<file path="config.mk">
export PLATFORM = sky130hd
export DESIGN_NAME = aurora_reset_sequencer
export DESIGN_NICKNAME = d
export VERILOG_FILES = /design/src/rtl/aurora_reset_pkg.sv /design/src/rtl/reset_debouncer.sv /design/src/rtl/aurora_reset_sequencer.sv
export SDC_FILE = /design/constraint.sdc
export NUM_CORES = 1
export LEC_CHECK = 0
export ABC_AREA = 1
export CAP_MARGIN = 30
export CORE_UTILIZATION = 49
export CTS_CLUSTER_SIZE = 25
export DETAILED_ROUTE_END_ITERATION = 16
export GPL_TIMING_DRIVEN = 1
export PLACE_DENSITY = 0.74
export SLEW_MARGIN = 20
export SYNTH_ARGS = -nofsm -noshare
export SYNTH_HDL_FRONTEND = slang
export SYNTH_SLANG_ARGS = --single-unit
</file>
<file path="constraint.sdc">
create_clock -name USER_CLK -period 1.7 [get_ports USER_CLK]
set_input_delay 0.34 -clock USER_CLK [delete_from_list [all_inputs] [get_ports USER_CLK]]
set_output_delay 0.34 -clock USER_CLK [all_outputs]
set_load 0.02 [all_outputs]
</file>
<file path="src/rtl/aurora_reset_pkg.sv">
// Shared definitions for the Aurora reset sequencer.
// - State encodings (3-bit, legacy-compatible localparams).
// - width_of(): bits needed to hold values 0..v-1. It is never less than 1,
//   so that degenerate parameters still give legal vectors.
package aurora_reset_pkg;

  localparam logic [2:0] ST_GT_RST       = 3'd0;
  localparam logic [2:0] ST_WAIT_RELEASE = 3'd1;
  localparam logic [2:0] ST_WAIT_LOCK    = 3'd2;
  localparam logic [2:0] ST_SYS_HOLD     = 3'd3;
  localparam logic [2:0] ST_RUN          = 3'd4;
  localparam logic [2:0] ST_FAIL         = 3'd5;

  function automatic int width_of(input int v);
    int r;
    r = 0;
    while ((1 << r) < v) r++;
    return (r < 1) ? 1 : r;
  endfunction

endpackage

</file>
<file path="src/rtl/reset_debouncer.sv">
// Reset request conditioning.
// - RAW passes through a 2-flop synchroniser into a DEBOUNCE_LEN-deep shift register.
// - DB sets when the shift register is all ones and clears when it is all zeros.
//   Mixed contents hold DB, which gives the block its hysteresis.
// Ports:
// - USER_CLK: clock.
// - RESET: synchronous active-high reset.
// - RAW: asynchronous request.
// - DB: debounced request.
module reset_debouncer #(
  parameter int DEBOUNCE_LEN = 4
) (
  input  logic USER_CLK,
  input  logic RESET,
  input  logic RAW,
  output logic DB
);

  logic [1:0]              sync;
  logic [DEBOUNCE_LEN-1:0] sh;

  always_ff @(posedge USER_CLK) begin
    if (RESET) begin
      sync <= '0;
      sh   <= '0;
      DB   <= 1'b0;
    end else begin
      sync <= {sync[0], RAW};
      sh   <= (sh << 1) | DEBOUNCE_LEN'(sync[1]);
      if (&sh)
        DB <= 1'b1;
      else if (~|sh)
        DB <= 1'b0;
    end
  end

endmodule

</file>
<file path="src/rtl/aurora_reset_sequencer.sv">
// Reset sequencer for an N-lane Aurora 8b/10b channel.
// - Drives a minimum-width GT reset.
// - Waits for every lane plus the PLL to lock, with a timeout and bounded retry.
// - Holds SYSTEM_RESET until lock has been stable for SYS_RESET_HOLD cycles.
// - Re-sequences on lock loss or on a fresh (debounced) reset request.
// Ports:
// - USER_CLK, RESET: clock and synchronous active-high reset.
// - RESET_REQ: raw asynchronous request.
// - TX_LOCK_IN, PLL_NOT_LOCKED: lock status.
// - GT_RESET_OUT, SYSTEM_RESET: reset outputs.
// - LANE_READY: registered lane locks, valid only in RUN.
// - RETRY_COUNT, FAIL, STATE: status and debug outputs.
// All outputs are registered. They are computed from the next state, so they
// change on the same edge as the state register.
module aurora_reset_sequencer
  import aurora_reset_pkg::*;
#(
  parameter int N_LANES        = 3,
  parameter int DEBOUNCE_LEN   = 4,
  parameter int MIN_GT_RESET   = 8,
  parameter int LOCK_TIMEOUT   = 1024,
  parameter int MAX_RETRY      = 3,
  parameter int SYS_RESET_HOLD = 4
) (
  input  logic                                USER_CLK,
  input  logic                                RESET,
  input  logic                                RESET_REQ,
  input  logic [N_LANES-1:0]                  TX_LOCK_IN,
  input  logic                                PLL_NOT_LOCKED,
  output logic                                GT_RESET_OUT,
  output logic                                SYSTEM_RESET,
  output logic [N_LANES-1:0]                  LANE_READY,
  output logic [width_of(MAX_RETRY+1)-1:0]    RETRY_COUNT,
  output logic                                FAIL,
  output logic [2:0]                          STATE
);

  localparam int MAX_A = (MIN_GT_RESET > LOCK_TIMEOUT) ? MIN_GT_RESET : LOCK_TIMEOUT;
  localparam int MAX_C = (MAX_A > SYS_RESET_HOLD) ? MAX_A : SYS_RESET_HOLD;
  localparam int CNT_W = width_of(MAX_C + 1);
  localparam int RC_W  = width_of(MAX_RETRY + 1);

  logic             req_db, req_db_q, req_rise, locked, timeout, enter;
  logic [2:0]       state, nstate;
  logic [CNT_W-1:0] cnt;
  logic [RC_W-1:0]  rc_n;

  reset_debouncer #(.DEBOUNCE_LEN(DEBOUNCE_LEN)) u_db (
    .USER_CLK (USER_CLK),
    .RESET    (RESET),
    .RAW      (RESET_REQ),
    .DB       (req_db)
  );

  assign req_rise = req_db & ~req_db_q;
  assign locked   = (&TX_LOCK_IN) & ~PLL_NOT_LOCKED;
  assign STATE    = state;

  always_comb begin
    nstate  = state;
    rc_n    = RETRY_COUNT;
    timeout = 1'b0;
    if (req_rise) begin
      nstate = ST_GT_RST;
      rc_n   = '0;
    end else begin
      case (state)
        ST_GT_RST:
          if (cnt == CNT_W'(MIN_GT_RESET - 1))
            nstate = req_db ? ST_WAIT_RELEASE : ST_WAIT_LOCK;
        ST_WAIT_RELEASE:
          if (!req_db) nstate = ST_WAIT_LOCK;
        ST_WAIT_LOCK:
          // Lock beats a timeout that lands in the same cycle.
          if (locked)
            nstate = ST_SYS_HOLD;
          else if (cnt == CNT_W'(LOCK_TIMEOUT - 1))
            timeout = 1'b1;
        ST_SYS_HOLD:
          if (!locked)
            timeout = 1'b1;
          else if (cnt == CNT_W'(SYS_RESET_HOLD - 1))
            nstate = ST_RUN;
        ST_RUN:
          // Lock loss after a good link is a fresh sequence, not a retry.
          if (!locked) begin
            nstate = ST_GT_RST;
            rc_n   = '0;
          end
        ST_FAIL: ;
        default: nstate = ST_GT_RST;
      endcase
      if (timeout) begin
        if (RETRY_COUNT == RC_W'(MAX_RETRY)) begin
          nstate = ST_FAIL;
        end else begin
          nstate = ST_GT_RST;
          rc_n   = RETRY_COUNT + RC_W'(1);
        end
      end
    end
  end

  // A request edge re-enters GT_RST even from GT_RST, so it counts as an entry.
  assign enter = (nstate != state) | req_rise;

  always_ff @(posedge USER_CLK) begin
    if (RESET) begin
      state        <= ST_GT_RST;
      cnt          <= '0;
      req_db_q     <= 1'b0;
      GT_RESET_OUT <= 1'b1;
      SYSTEM_RESET <= 1'b1;
      LANE_READY   <= '0;
      RETRY_COUNT  <= '0;
      FAIL         <= 1'b0;
    end else begin
      state       <= nstate;
      req_db_q    <= req_db;
      RETRY_COUNT <= rc_n;
      if (enter)
        cnt <= '0;
      else if (cnt != {CNT_W{1'b1}})
        cnt <= cnt + CNT_W'(1);
      GT_RESET_OUT <= (nstate == ST_GT_RST) || (nstate == ST_WAIT_RELEASE);
      SYSTEM_RESET <= (nstate != ST_RUN);
      LANE_READY   <= (nstate == ST_RUN) ? TX_LOCK_IN : '0;
      FAIL         <= (nstate == ST_FAIL);
    end
  end

endmodule

</file>
# [After elaboration in Yosys (flattened, before gate mapping)]
# Cells that the tools add are included.
# W data, S select, Z words.
[op_classes] bitwise=7 reduce_logical=9 muxes=22 add_sub_neg=2 n_eq_ne=16
[op_table] operator="$mux W3" count=9
[op_table] operator="$pmux W3 S6" count=1
[op_table] operator="$eq A3 B3 Y1 const B" count=4
[op_table] operator="$add A11 B1 Y11 const B" count=1
[op_table] operator="$eq A11 B10 Y1 const B" count=1
[op_table] operator="$eq A11 B2 Y1 const B" count=1
[op_table] operator="$eq A11 B3 Y1 const B" count=1
[op_table] operator="$ne A11 B11 Y1 const B" count=1
[op_table] operator="$mux W2" count=5
[op_table] operator="$eq A3 B1 Y1 const B" count=2
[op_table] operator="$eq A3 B2 Y1 const B" count=2
[op_table] operator="$logic_not A3 Y1" count=2
[op_table] operator="$mux W1" count=6
[op_table] operator="$reduce_or A2 Y1" count=3
[op_table] operator="$or A4 B1 Y4" count=1
[op_table] operator="$reduce_and A4 Y1" count=1
[op_table] operator="$reduce_or A4 Y1" count=1
[op_table] operator="$ne A3 B3 Y1" count=1
[op_table] operator="$ne A3 B3 Y1 const B" count=1
[op_table] operator="$not A1 Y1" count=3
[op_table] operator="$reduce_and A3 Y1" count=1
[op_table] operator="$add A2 B1 Y2 const B" count=1
[op_table] operator="$and A1 B1 Y1" count=2
[op_table] operator="$eq A2 B2 Y1 const B" count=1
[op_table] operator="4 further kinds" count=4
[totals] out_inout_bits=11 ff_bits=30 word_cells=67

# [Longest topological paths before layout]
[depth] word_depth=10 ltp_mapped=14 ltp_nobuf=13

# [Hierarchy]
# A second synthesis with hierarchy kept.
[hier_totals] cells_unflattened=202 hier_area_um2=1463.9
[by_module_without_submodules] mod="aurora_reset_sequencer" instances=1 cells_per_inst=173 area_per_inst_um2=1238.7 seq_area_each_um2=460.4
[by_module_without_submodules] mod="reset_debouncer" instances=1 cells_per_inst=29 area_per_inst_um2=225.2 seq_area_each_um2=140.1

# [Worst setup path before layout]
# No wires, ideal clock.
[synth_path] path_kind="flip-flop to flip-flop" from="register cnt[0]" to="register cnt[5]" required_ps=1638 arrival_ps=1658 path_buffers=1 period_less_slack_ps=1720 path_stages_with_launch=15 setup_time_ps=62 setup_slack_ps=-20 cell_sequence="dfxtp_1 ha_1 nand3_1 nor2_4 nand3_2 nand2_4 nand3b_4 nand2_2 inv_2 nand2_2 nand2_1 nand2_1 nand3_2 buf_6 nor2_2"
[synth_via] elab_chain_cells=10
[synth_lines] element="from (decl)" line="aurora_reset_sequencer.sv:45" text="logic [CNT_W-1:0] cnt;"
[synth_lines] element="from (signal assigned)" line="aurora_reset_sequencer.sv:124" text="cnt <= cnt + CNT_W'(1);"
[synth_lines] element="$eq A11 B10 Y1" line="aurora_reset_sequencer.sv:77" text="else if (cnt == CNT_W'(LOCK_TIMEOUT - 1))"
[synth_lines] element="$mux W1" line="aurora_reset_sequencer.sv:77"
[synth_lines] element="$mux W1" line="aurora_reset_sequencer.sv:75" text="if (locked)"
[synth_lines] element="$pmux W1 S2" line="aurora_reset_sequencer.sv:67" text="case (state)"
[synth_lines] element="$mux W1" line="aurora_reset_sequencer.sv:63" text="if (req_rise) begin"
[synth_lines] element="$mux W3" line="aurora_reset_sequencer.sv:93" text="if (timeout) begin"
[synth_lines] element="$mux W3" line="aurora_reset_sequencer.sv:63"
[synth_lines] element="$ne A3 B3 Y1" line="aurora_reset_sequencer.sv:105" text="assign enter = (nstate != state) | req_rise;"
[synth_lines] element="$or A1 B1 Y1" line="aurora_reset_sequencer.sv:105"
[synth_lines] element="$reduce_or A2 Y1 (no source line)"
# Parallel ways exist; a longest one is shown, timed or not. The select of a mux whose other input is x is not followed.
# A chain may end at the register's enable or synchronous reset.

# [Final worst setup path]
[layout_path] from="register cnt[1]" to="register cnt[0]"
# Same word-level chain as after synthesis.

==> results.md <==
* Ports at 18
* Number of global-route vias before repair at 1,346
* Via-to-Cell Ratio at 5.00
* Max frequency at 533 MHz
* Final nets at 269
* Pre-antenna DRT Iters at 10
* Sequential element share of the synthesized area at 39.9%
* Final setup TNS at -1.66 ns
* Die X-Extent at 57.4 um
* Placed cell area at 1860 um2
* Yosys reg bits at 30
* Floorplan row count at 19
* # setup viols final at 12
* Max FO, Critical Path at 6
* CP required at 1.97 ns
* Max VDD drop at 690 uV
* Design Area, Final at 2200 um2
* Crit path capture type: register
* Clk slew on worst S/H paths at 0.09 ns
* ANT nets after route at 0
* WL per Instance at 13.7 um
* GP Congestion at 0.869
* Post-synth cell types at 25
* Pleak at 0.000974 uW
* Clk_skew at 0.0148 ns
* Worst-Margin Slew at 0.434 ns
* GR Util All Layers at 23.3%
* Power Density at 920 nW/um2
* Sink Count at 30
* Failing checks: DRC, setup timing
* Clk Latency, worst-skew pair at 0.34 ns
* Final Max Tran Viols at 0
* MaxCap Viol Count at 0
* Maximum single-stage delay on the critical path at 0.37 ns
* Syn-to-layout area delta at 46.3%
* Largest net degree at the start of global routing at 13
* Worst Slack Setup Final at -0.175 ns
* Synth warn at 0
* Power Total at 2020 uW
* Max-slew headroom at 70.8%
* Fin. Hold Viols at 0
* Ratio of cells with drive above 1 in the final layout at 39.5%
* Final wirelength at 3.99 mm
* CP Data Arrival Time at 2.15 ns
* Worst min path class: reg -> reg
* Crit path launch type: register
* PortBufs at 17
* Post-synth net total at 217
* Diode count at 0
* First-pass GRT wire length at 5.75 mm
* Hold buffer count at CTS at 0
* Deepest clock path buffer count at 2
* Avg Cell Area, Syn at 7.23 um2
* RSZ-0062 raised after global routing: yes
* Initial antenna violation count at 0
* Buf+Inv Stages, Crit Path at 1
* Cells after Synth at 208
* Starting Density at 53.2%
* Status: finished, violations left
* Clk root buf: clkbuf_4
* Num CTS Buffers at 5
* Crit path kind: reg -> reg
* CTS tree: built
* Worst hold slack at 0.417 ns
* Fin util at 77.8%
* Mapped Area at 1500 um2
* Vias after detailed routing at 1,461
* Chip height at 57.4 um
* Post-DP HPWL at 2.24 mm
* Family with the most delay on the worst path: simple AND/OR/NAND/NOR gates
* Post-layout min period at 1.88 ns
* Tcrit/Tclk final at 110%
* Drc violations at 1
* Core Area at 2830 um2
* Crit-path cells: ha_4, nand2_4, nor2_4, nand2_1, nor2_2, o21ai_1, a21oi_1, nand2_1, nor2_4, nand3_4, buf_12, nor2_1
* Drt initial violations at 76
* CTS H-Tree Depth at 2
* CP max stage cell: dfxtp_2
* Total grt overflow at 0
* Die area at 3290 um2
power breakdown:
part           internal [uW]  total, uW  switching, uW
registers                762        812           50.0
clock network            198        461            263
logic                    351        752            401
logic make-up after synthesis:
kind of cell	count (synthesis)	synth area share, %
AOI/OAI and AO/OA	19	7.07
xor gates and xnor gates	6	3.49
adders and majority gates	2	1.66
buffers and inverters	37	9.73
DFF	30	39.9
and+or+nand+nor	114	38.1
cells in the final DEF (no fill, tap or decap), types with 2 or more instances in the layout:
| cell type | instances |
|---|---|
| inv_1 | 30 |
| buf_4 | 28 |
| nand2_1 | 25 |
| nor2_1 | 23 |
| dfxtp_1 | 22 |
| nand2_2 | 16 |
| nor2_4 | 14 |
| clkdlybuf4s50_1 | 11 |
| nor2_2 | 9 |
| nand3_1 | 9 |
| dfxtp_2 | 8 |
| a21oi_1 | 8 |
| inv_2 | 5 |
| xor2_1 | 5 |
| clkbuf_4 | 5 |
| o21ai_0 | 4 |
| nand2_4 | 4 |
| dlygate4sd2_1 | 4 |
| nand3_4 | 3 |
| nand4_1 | 3 |
| nor3_1 | 3 |
| nand3_2 | 2 |
| o21ai_1 | 2 |
| a211oi_1 | 2 |
| dlymetal6s2s_1 | 2 |
state kept, by name, indices dropped and copies added (netlist names), 2 cells and up:
name / count
u_db.sync: 2
u_db.sh: 4
cnt: 11
RETRY_COUNT: 2
LANE_READY: 3
STATE: 3
final timing paths:
check	from	endpoint	slack, ns	cells after the start
setup / recovery	cnt[1]	cnt[0]	-0.18	12
setup reg to reg	cnt[1]	cnt[0]	-0.18	12
hold reg to reg	u_db.sync[0]	u_db.sync[1]	0.42	2
hold / removal	u_db.sync[0]	u_db.sync[1]	0.42	2
final cells by class:
cell class	count	area (um2)
Multi-Input combinational cell	141	928
Fill cell	196	628
Sequential cell	30	611
Timing Repair Buffer	47	428
Inverter	35	131
Clock buffer	6	51.3
Tap cell	31	38.8
Clock inverter	2	12.5
stage by stage:
| stage | worst slack (ns) | cells |
|---|---|---|
| after floorplan | 0.00364 | 208 |
| after global placement | -0.369 | 273 |
| after detailed placement | -0.412 | 273 |
| after CTS | -0.0677 | 286 |
| after global routing | -0.237 | 292 |
| final | -0.175 | 292 |
metal layers:
layer / track usage, % / vias to the layer above / part of all wire (%)
met3: 6.58 / 13 / 6.2
met4: 10.5 / 0 / 2.9
li1: - / 755 / -
met2: 38.7 / 47 / 50
met5: 0 / - / 0
met1: 27.9 / 646 / 41
tightest hold or removal path: cells and delay by family (launching register included):
kind / cells / cell delay (ns)
DFF: 1 / 0.31
buffers and inverters: 1 / 0.04
and+or+nand+nor: 1 / 0.03
synthesized netlist by cell type, drive strengths merged:
cell type	number	area share, %
nor3	4	1.3
xnor2	1	0.58
nor2	46	15
dfxtp	30	40
nand3b	2	1.8
nand2	45	13
inv	35	8.7
nand4	3	1.2
buf	1	0.75
o21ai	6	2.0
o41ai	1	0.58
a211oi	2	1.0
a21oi	9	3.0
clkbuf	1	0.25
nand3	14	5.3
o21a	1	0.50
xor2	5	2.9
ha	2	1.7
what timing repair did:
action	4_1_cts	5_1_grt
cloned	1	0
pin swaps	2	17
setup endpoints to repair	19	18
resized for setup	17	41
buffers inserted	4	6
Note: power is estimated with default switching activity, not from simulation.
